## config.mk

```make
export PLATFORM = sky130hd
export DESIGN_NAME = pipeline_hazard_ctrl
export DESIGN_NICKNAME = d
export VERILOG_FILES = /design/src/rtl/pipeline_pkg.sv /design/src/rtl/pipeline_fwd_match.sv /design/src/rtl/pipeline_hazard_ctrl.sv
export SDC_FILE = /design/constraint.sdc
export NUM_CORES = 1
export LEC_CHECK = 0
export CORE_MARGIN = 2
export CORE_UTILIZATION = 50
export DETAILED_ROUTE_END_ITERATION = 10
export GPL_TIMING_DRIVEN = 0
export PLACE_DENSITY = 0.87
export SLEW_MARGIN = 20
export SYNTH_ARGS = -nofsm -noshare
export SYNTH_HDL_FRONTEND = slang
export SYNTH_SLANG_ARGS = --single-unit
```

## constraint.sdc

```tcl
create_clock -name clk -period 5.9 [get_ports clk]
set_input_delay 0.885 -clock clk [delete_from_list [all_inputs] [get_ports clk]]
set_output_delay 0.885 -clock clk [all_outputs]
set_load 0.02 [all_outputs]
```

## src/rtl/pipeline_pkg.sv

```systemverilog
// Shared types for the hazard controller: forward codes, pipeline slot record,
// FSM states and the inst_type bit positions.
package pipeline_pkg;

  typedef enum logic [1:0] {
    FWD_RF  = 2'b00,
    FWD_EX  = 2'b01,
    FWD_MEM = 2'b10,
    FWD_WB  = 2'b11
  } fwd_sel_e;

  typedef struct packed {
    logic       valid;
    logic       write;
    logic [2:0] writenum;
    logic       is_ldr;
  } slot_t;

  typedef enum logic [1:0] {
    RUN      = 2'b00,
    LU_STALL = 2'b01,
    MEM_WAIT = 2'b10
  } state_e;

  localparam int INST_LDR = 0;
  localparam int INST_STR = 1;

  localparam slot_t SLOT_EMPTY = '0;

  // A slot only produces a hazard when it holds a real register write.
  function automatic logic slot_hit(input slot_t s, input logic [2:0] num);
    return s.valid & s.write & (s.writenum == num);
  endfunction

endpackage

```

## src/rtl/pipeline_fwd_match.sv

```systemverilog
// One source operand compared against EX/MEM/WB; youngest matching slot wins.
// Purely combinational, zero latency, no flow control.
module pipeline_fwd_match
  import pipeline_pkg::*;
(
  input  logic       used,
  input  logic [2:0] num,
  input  slot_t      ex_slot,
  input  slot_t      mem_slot,
  input  slot_t      wb_slot,
  output fwd_sel_e   fwd,
  output logic       ldr_hit
);

  always_comb begin
    fwd = FWD_RF;
    if (used) begin
      if (slot_hit(ex_slot, num))       fwd = FWD_EX;
      else if (slot_hit(mem_slot, num)) fwd = FWD_MEM;
      else if (slot_hit(wb_slot, num))  fwd = FWD_WB;
    end
  end

  assign ldr_hit = used & slot_hit(ex_slot, num) & ex_slot.is_ldr;

endmodule

```

## src/rtl/pipeline_hazard_ctrl.sv

```systemverilog
// Tracks EX/MEM/WB destinations, selects operand forwarding, inserts load-use bubbles.
// stall/issue/fwd are same-cycle combinational; mem_busy freezes every slot.
module pipeline_hazard_ctrl
  import pipeline_pkg::*;
(
  input  logic       clk,
  input  logic       reset,
  input  logic       dec_valid,
  input  logic       dec_write,
  input  logic [2:0] dec_writenum,
  input  logic [2:0] num_Rm,
  input  logic [2:0] num_Rn,
  input  logic [2:0] num_Rd,
  input  logic [2:0] used_RmRnRd,
  input  logic [5:0] inst_type,
  input  logic       mem_busy,
  output logic       stall,
  output logic       issue,
  output logic [1:0] fwd_Rm,
  output logic [1:0] fwd_Rn,
  output logic [1:0] fwd_Rd,
  output logic [7:0] busy_regs,
  output logic [7:0] stall_cnt
);

  slot_t      ex_q, ex_d, mem_q, mem_d, wb_q, wb_d;
  state_e     state_q, state_d;
  logic [7:0] stall_cnt_q, stall_cnt_d;
  fwd_sel_e   fwd_m, fwd_n, fwd_d;
  logic [2:0] ldr_hit;
  logic       load_use;
  logic       unused_inst_bits;

  assign unused_inst_bits = ^inst_type[5:INST_STR];

  pipeline_fwd_match u_match_rm (
    .used(used_RmRnRd[2]), .num(num_Rm), .ex_slot(ex_q), .mem_slot(mem_q),
    .wb_slot(wb_q), .fwd(fwd_m), .ldr_hit(ldr_hit[2])
  );
  pipeline_fwd_match u_match_rn (
    .used(used_RmRnRd[1]), .num(num_Rn), .ex_slot(ex_q), .mem_slot(mem_q),
    .wb_slot(wb_q), .fwd(fwd_n), .ldr_hit(ldr_hit[1])
  );
  pipeline_fwd_match u_match_rd (
    .used(used_RmRnRd[0]), .num(num_Rd), .ex_slot(ex_q), .mem_slot(mem_q),
    .wb_slot(wb_q), .fwd(fwd_d), .ldr_hit(ldr_hit[0])
  );

  assign fwd_Rm    = fwd_m;
  assign fwd_Rn    = fwd_n;
  assign fwd_Rd    = fwd_d;
  assign stall_cnt = stall_cnt_q;

  always_comb begin
    load_use    = dec_valid & (|ldr_hit);
    stall       = mem_busy | load_use;
    issue       = dec_valid & ~stall;
    ex_d        = ex_q;
    mem_d       = mem_q;
    wb_d        = wb_q;
    state_d     = state_q;
    stall_cnt_d = stall_cnt_q;

    if (stall && (stall_cnt_q != 8'hFF)) stall_cnt_d = stall_cnt_q + 8'd1;

    if (!mem_busy) begin
      wb_d  = mem_q;
      mem_d = ex_q;
      ex_d  = issue ? slot_t'{1'b1, dec_write, dec_writenum, inst_type[INST_LDR]}
                    : SLOT_EMPTY;
    end

    // Load-use is re-evaluated on the release cycle of a memory wait.
    unique case (state_q)
      RUN:      state_d = load_use ? LU_STALL : RUN;
      LU_STALL: state_d = RUN;
      MEM_WAIT: state_d = load_use ? LU_STALL : RUN;
      default:  state_d = RUN;
    endcase
    if (mem_busy) state_d = MEM_WAIT;
  end

  always_comb begin
    busy_regs = 8'h00;
    if (ex_q.valid  & ex_q.write)  busy_regs[ex_q.writenum]  = 1'b1;
    if (mem_q.valid & mem_q.write) busy_regs[mem_q.writenum] = 1'b1;
    if (wb_q.valid  & wb_q.write)  busy_regs[wb_q.writenum]  = 1'b1;
  end

  always_ff @(posedge clk or posedge reset) begin
    if (reset) begin
      ex_q        <= SLOT_EMPTY;
      mem_q       <= SLOT_EMPTY;
      wb_q        <= SLOT_EMPTY;
      state_q     <= RUN;
      stall_cnt_q <= 8'h00;
    end else begin
      ex_q        <= ex_d;
      mem_q       <= mem_d;
      wb_q        <= wb_d;
      state_q     <= state_d;
      stall_cnt_q <= stall_cnt_d;
    end
  end

endmodule

```

---- Yosys cells after proc, flatten, opt, wreduce, memory -nomap -nowiden ----
Cells that the tools add are included.
word-level totals
  register bits ........................... 24
  latch bits .............................. 0
  RAM bits ................................ 0
  memory bits (read-only) ................. 0
  bits of input ports ..................... 26
  output and inout bits ................... 24
  logic and storage cells ................. 79
  memories ................................ 0
operators by class
  add/subtract/negate cells ............... 1
  multipliers ............................. 0
  div/mod/pow operators ................... 0
  magnitude comparators ................... 6
  equal/unequal tests ..................... 10
  shifts and indexed selects .............. 0
  multiplexer cells ....................... 22
  bitwise operators ....................... 24
  reduce and logical (&&, ||, !) cells .... 5
operators by type and width
  operator               count
  $eq A3 B3 Y1           9
  $mux W2                12
  $mux W8                3
  $and A1 B1 Y1          20
  $or A8 B8 Y8           2
  $lt A3 B4 Y1 const B   3
  $demux W1 S3           3
  $ge A3 B1 Y1 const B   3
  $add A8 B1 Y8 const B  1
  $ne A8 B8 Y1 const B   1
  $mux W6                1
  $logic_and A1 B1 Y1    4
  $mux W1                3
  $reduce_or A3 Y1       1
  $not A1 Y1             1
  $or A1 B1 Y1           1

---- Logic depth before layout (Yosys ltp) ----
  depth in word-level cells ............... 10
  mapped depth ............................ 8

---- Modules after synthesis ----
A second synthesis with hierarchy kept.
second synthesis, totals
  cell total of the unflattened synthesis .. 194
  area, all modules ....................... 1806.7 µm²
by module, submodules not included
  module                times used  cells an instance  area an instance (µm²)
  pipeline_hazard_ctrl  1           128                1333.8
  pipeline_fwd_match    3           22                 157.7

---- Least setup slack after synthesis ----
No wires, ideal clock.
  path type ............................... input-to-output
  from .................................... input port num_Rd[1]
  to ...................................... output port issue
  arrival ................................. 1.978 ns
  required time ........................... 5.015 ns
  setup slack ............................. 3.037 ns
  stages .................................. 4
  path buffers ............................ 0
  cell sequence ........................... xor2_1 nor4_2 o31a_2 nor3b_2
between the ends
  word-level cells in the longest chain between the ends .. 9
ends and longest elaborated chain
  element                      RTL line                    text
  start: declaration           pipeline_hazard_ctrl.sv:13  input logic [2:0] num_Rd,
  $eq A3 B3 Y1                 pipeline_pkg.sv:32          return s.valid & s.write & (s.writenum == num);
  $and A1 B1 Y1                pipeline_pkg.sv:32
  $and A1 B1 Y1 (2 in series)  pipeline_fwd_match.sv:24    assign ldr_hit = used & slot_hit(ex_slot, num) & ex_slot.is_ldr;
  $reduce_or A3 Y1             pipeline_hazard_ctrl.sv:55  load_use = dec_valid & (|ldr_hit);
  $and A1 B1 Y1                pipeline_hazard_ctrl.sv:55
  $or A1 B1 Y1                 pipeline_hazard_ctrl.sv:56  stall = mem_busy | load_use;
  $not A1 Y1                   pipeline_hazard_ctrl.sv:57  issue = dec_valid & ~stall;
  $and A1 B1 Y1                pipeline_hazard_ctrl.sv:57
  end: declaration             pipeline_hazard_ctrl.sv:18  output logic issue,
No other way between the ends.

---- Worst setup path after layout ----
Ends and elaborated chain as after synthesis.

==> summary.txt <==
Worst setup path
  • Crit Path Max Fanout: 7
  • Required @ worst endpoint: roughly 5 ns
  • RR Endpoint: stall_cnt[6]$_DFFE_PP0P_
  • FF-to-FF Start: ex_q[1]$_DFFE_PP0N_
  • FF-to-FF path depth: 8
  • CP Capture Type: output port
  • Crit path kind: in2out
  • Setup crit start: num_Rd[1]
  • Worst EP arrival: 3.19 ns
  • CP Launch Type: primary input
  • Setup slack, reg-to-reg: 3.78 ns

Run
  • Max cap viols: 0

Timing
  • Slew Limit Headroom: around 42%
  • Final TNS setup: 0 ns
  • Fin Clk Skew: around 0.0014 ns
  • Setup Viol. Count Final: 0
  • Final hold violations: 0
  • Hold slack: about 0.52 ns
  • Final Critical Period: 4.07 ns
  • Max Slew Vio Count: 0
  • Worst-Margin Slew: approximately 0.86 ns
  • RSZ-0062 raised after global routing: no
  • Fmax achieved: between 200 and 250 MHz
  • Fin crit share: between 60% and 70%
  • Final Worst Setup Slack: ~1.8 ns

Yosys
  • Multiplexer area fraction after synthesis: under 10%
  • Synth Area in Compound Gates: under 10%
  • Ys flop type: dfrtp_1
  • Mapped cell area: 1680 sq um
  • Xor-xnor portion of the synthesized cell area: a little under a fifth
  • Syn Nets: a little over 200
  • Post-synth EDFFs: 0
  • Synth Instances: about 180
  • Simple-gate share of the synthesized area: between 20% and 30%
  • #FFs+latches synth: 24
  • Register area share after synthesis: 35.7%
  • Cell variety after synth: 39
  • Area contributors post-synth: dfrtp_1 36%, xor2_1 9.4%, xnor2_1 7.8%
  • Cell accounting for the most synthesized area: dfrtp_1
  • Avg Inst Size Synth: 9.62 sq um
  • Share of flip-flops with an asynchronous set or reset: 100%
  • Adder-cell share of the synthesized area: 0.743%
  • Yosys warning count: 0
  • Main combinational cell family by area after synthesis: simple AND/OR/NAND/NOR gates
  • Yosys top cell area share: a little over a third

Floorplanning
  • Row cnt: 21
  • IO Pins: 50
  • Die Ht: 62.0 um
  • Starting density of the core: 51.2%
  • DIE AREA: 3850 sq um
  • Core Area: 3280 sq um
  • Chip width: slightly above 60 um

Global route
  • Total GRT Usage: roughly 22%
  • Grt peak-use layer: met2
  • Largest net degree at the start of global routing: 25
  • GR Util met2: between 30% and 40%
  • Met3 usage: ~2.5%
  • GRT met1 Usage: between 30% and 40%
  • Vias in the first global route: 1381
  • First-pass GRT wire length: around 6.3 mm
  • Initial antenna violation count: 0
  • Grt total ovfl: 0

Power
  • Highest ir drop seen on vdd: 0.250 mV
  • Tot Pwr: 0.562 mW
  • Leakage: ~0.94 nW
  • P per Cell Area: roughly 250 nW/um^2

Clock network
  • Post-CTS Hold Fix Bufs: 0
  • CTS resizes: 0
  • CTS buffer count: 3
  • TritonCTS clock tree: done
  • Htree depth: 1
  • Clock-pin slew on the worst setup and hold paths: 0.12 ns
  • TritonCTS Sinks: 24
  • Clock Latency Late Sink: 0.30 ns
  • Longest Clk Path Bufs: 2
  • Root buffer cell: clkbuf_4
  • Post-CTS Setup Bufs: 0

Cells and area
  • Design Area, Final: between 2000 and 2500 sq um
  • Final Util: about two thirds
  • Commonest non-fill, non-tap cell in the layout: clkdlybuf4s50_1
  • Fin nets: between 200 and 300
  • Layout fillers: 284
  • Layout cells sized above 1: between 10% and 20%
  • Commonest cells after routing, fill and taps aside: 43 x clkdlybuf4s50_1, 24 x dfrtp_1, 18 x xor2_1
  • Ant. Diodes: 0
  • Post-Layout Cell Count: between 200 and 300
  • Area Overhead vs Synth: 31.2%

Placement
  • RD Place Congestion: 0.883
  • Placed instance count: 264
  • Pre-CTS setup slack: ~1.8 ns
  • PortBufs: 43
  • Placed instance area: ~2200 sq um
  • Dpl hpwl: 2.92 mm

Drt
  • DR WL/cell: 14.4 um
  • Total iterations of the first detailed-routing run: 4
  • Antenna viol nets, final: 0
  • Drc violations: 0
  • Iteration-0 DRC Markers: 98
  • Vias per inst: 5.52
  • Via count: between 1000 and 1500
  • Post-Route WL: roughly 3.9 mm

Min path
  • Hold Path Stages: 1
  • HP Start: stall_cnt[7]$_DFFE_PP0P_
  • Hold Path End: stall_cnt[7]$_DFFE_PP0P_
  • Worst min-delay path class: reg2reg

Run status
  • Status: complete, no violations
==> Yosys cell counts (2+ instances only) <==
| library cell | instances |
|---|---|
| a32oi_1 | 2 |
| xor2_1 | 18 |
| inv_1 | 2 |
| nor2b_1 | 7 |
| xnor2_1 | 15 |
| dfrtp_1 | 24 |
| a21oi_1 | 3 |
| nor4_1 | 8 |
| a22o_1 | 4 |
| buf_6 | 3 |
| mux2_2 | 10 |
| and3_1 | 5 |
| nand2_1 | 16 |
| nand3_1 | 12 |
| nand4_1 | 7 |
| nor2_1 | 6 |
| a22oi_1 | 4 |
| nand3b_1 | 2 |
| clkbuf_1 | 7 |
==> worst max-delay path, cell delays in order <==
cell	delay [ns]
clkdlybuf4s50_1	0.57
xor2_1	0.23
nor4_2	0.09
o31a_2	0.33
nor3b_2	0.39
clkdlybuf4s50_1	0.69
==> worst max path at each step <==
stage / to / slack [ns] / depth (start not counted)
final: issue / 1.83 / 6
after global routing: issue / 1.71 / 6
after CTS: issue / 1.82 / 6
after detailed placement: issue / 1.83 / 6
after global placement: issue / 1.84 / 6
after floorplan: issue / 3.04 / 4
==> kinds of logic (layout without fill, tap and decap cells) <==
family | after synthesis | count (layout)
simple gates | 71 | 71
mux | 11 | 11
compound gates | 20 | 20
flops | 24 | 24
buf+inv | 14 | 61
fa+ha+maj | 1 | 1
xor+xnor | 34 | 34
==> layer usage <==
layer	share of wire (%)	up-vias	wire length, um
met3	5.6	4	216
li1	-	723	-
met5	0	-	0
met4	0.49	0	19
met2	49	59	1880
met1	45	694	1730
==> power breakdown <==
group          internal, mW  switching [mW]  leakage [nW]
registers             0.200          0.0375         0.306
logic                 0.122           0.120         0.614
clock network        0.0376          0.0453        0.0210
==> state kept, by name (all words and copies together), names as in the netlist <==
signal / cells
ex_q: 6
mem_q: 5
stall_cnt: 8
wb_q: 5
==> layout make-up <==
type	instances	area, sq um	area share (%)
Buffer	12	72.6	3.29
Timing Repair Buffer	43	430	19.5
Tap cell	46	57.6	2.61
Clock buffer	4	36.3	1.64
Multi-Input combinational cell	137	1000	45.4
Inverter	2	7.51	0.340
Sequential cell	24	601	27.2
Power figures use the tool's default switching activity.
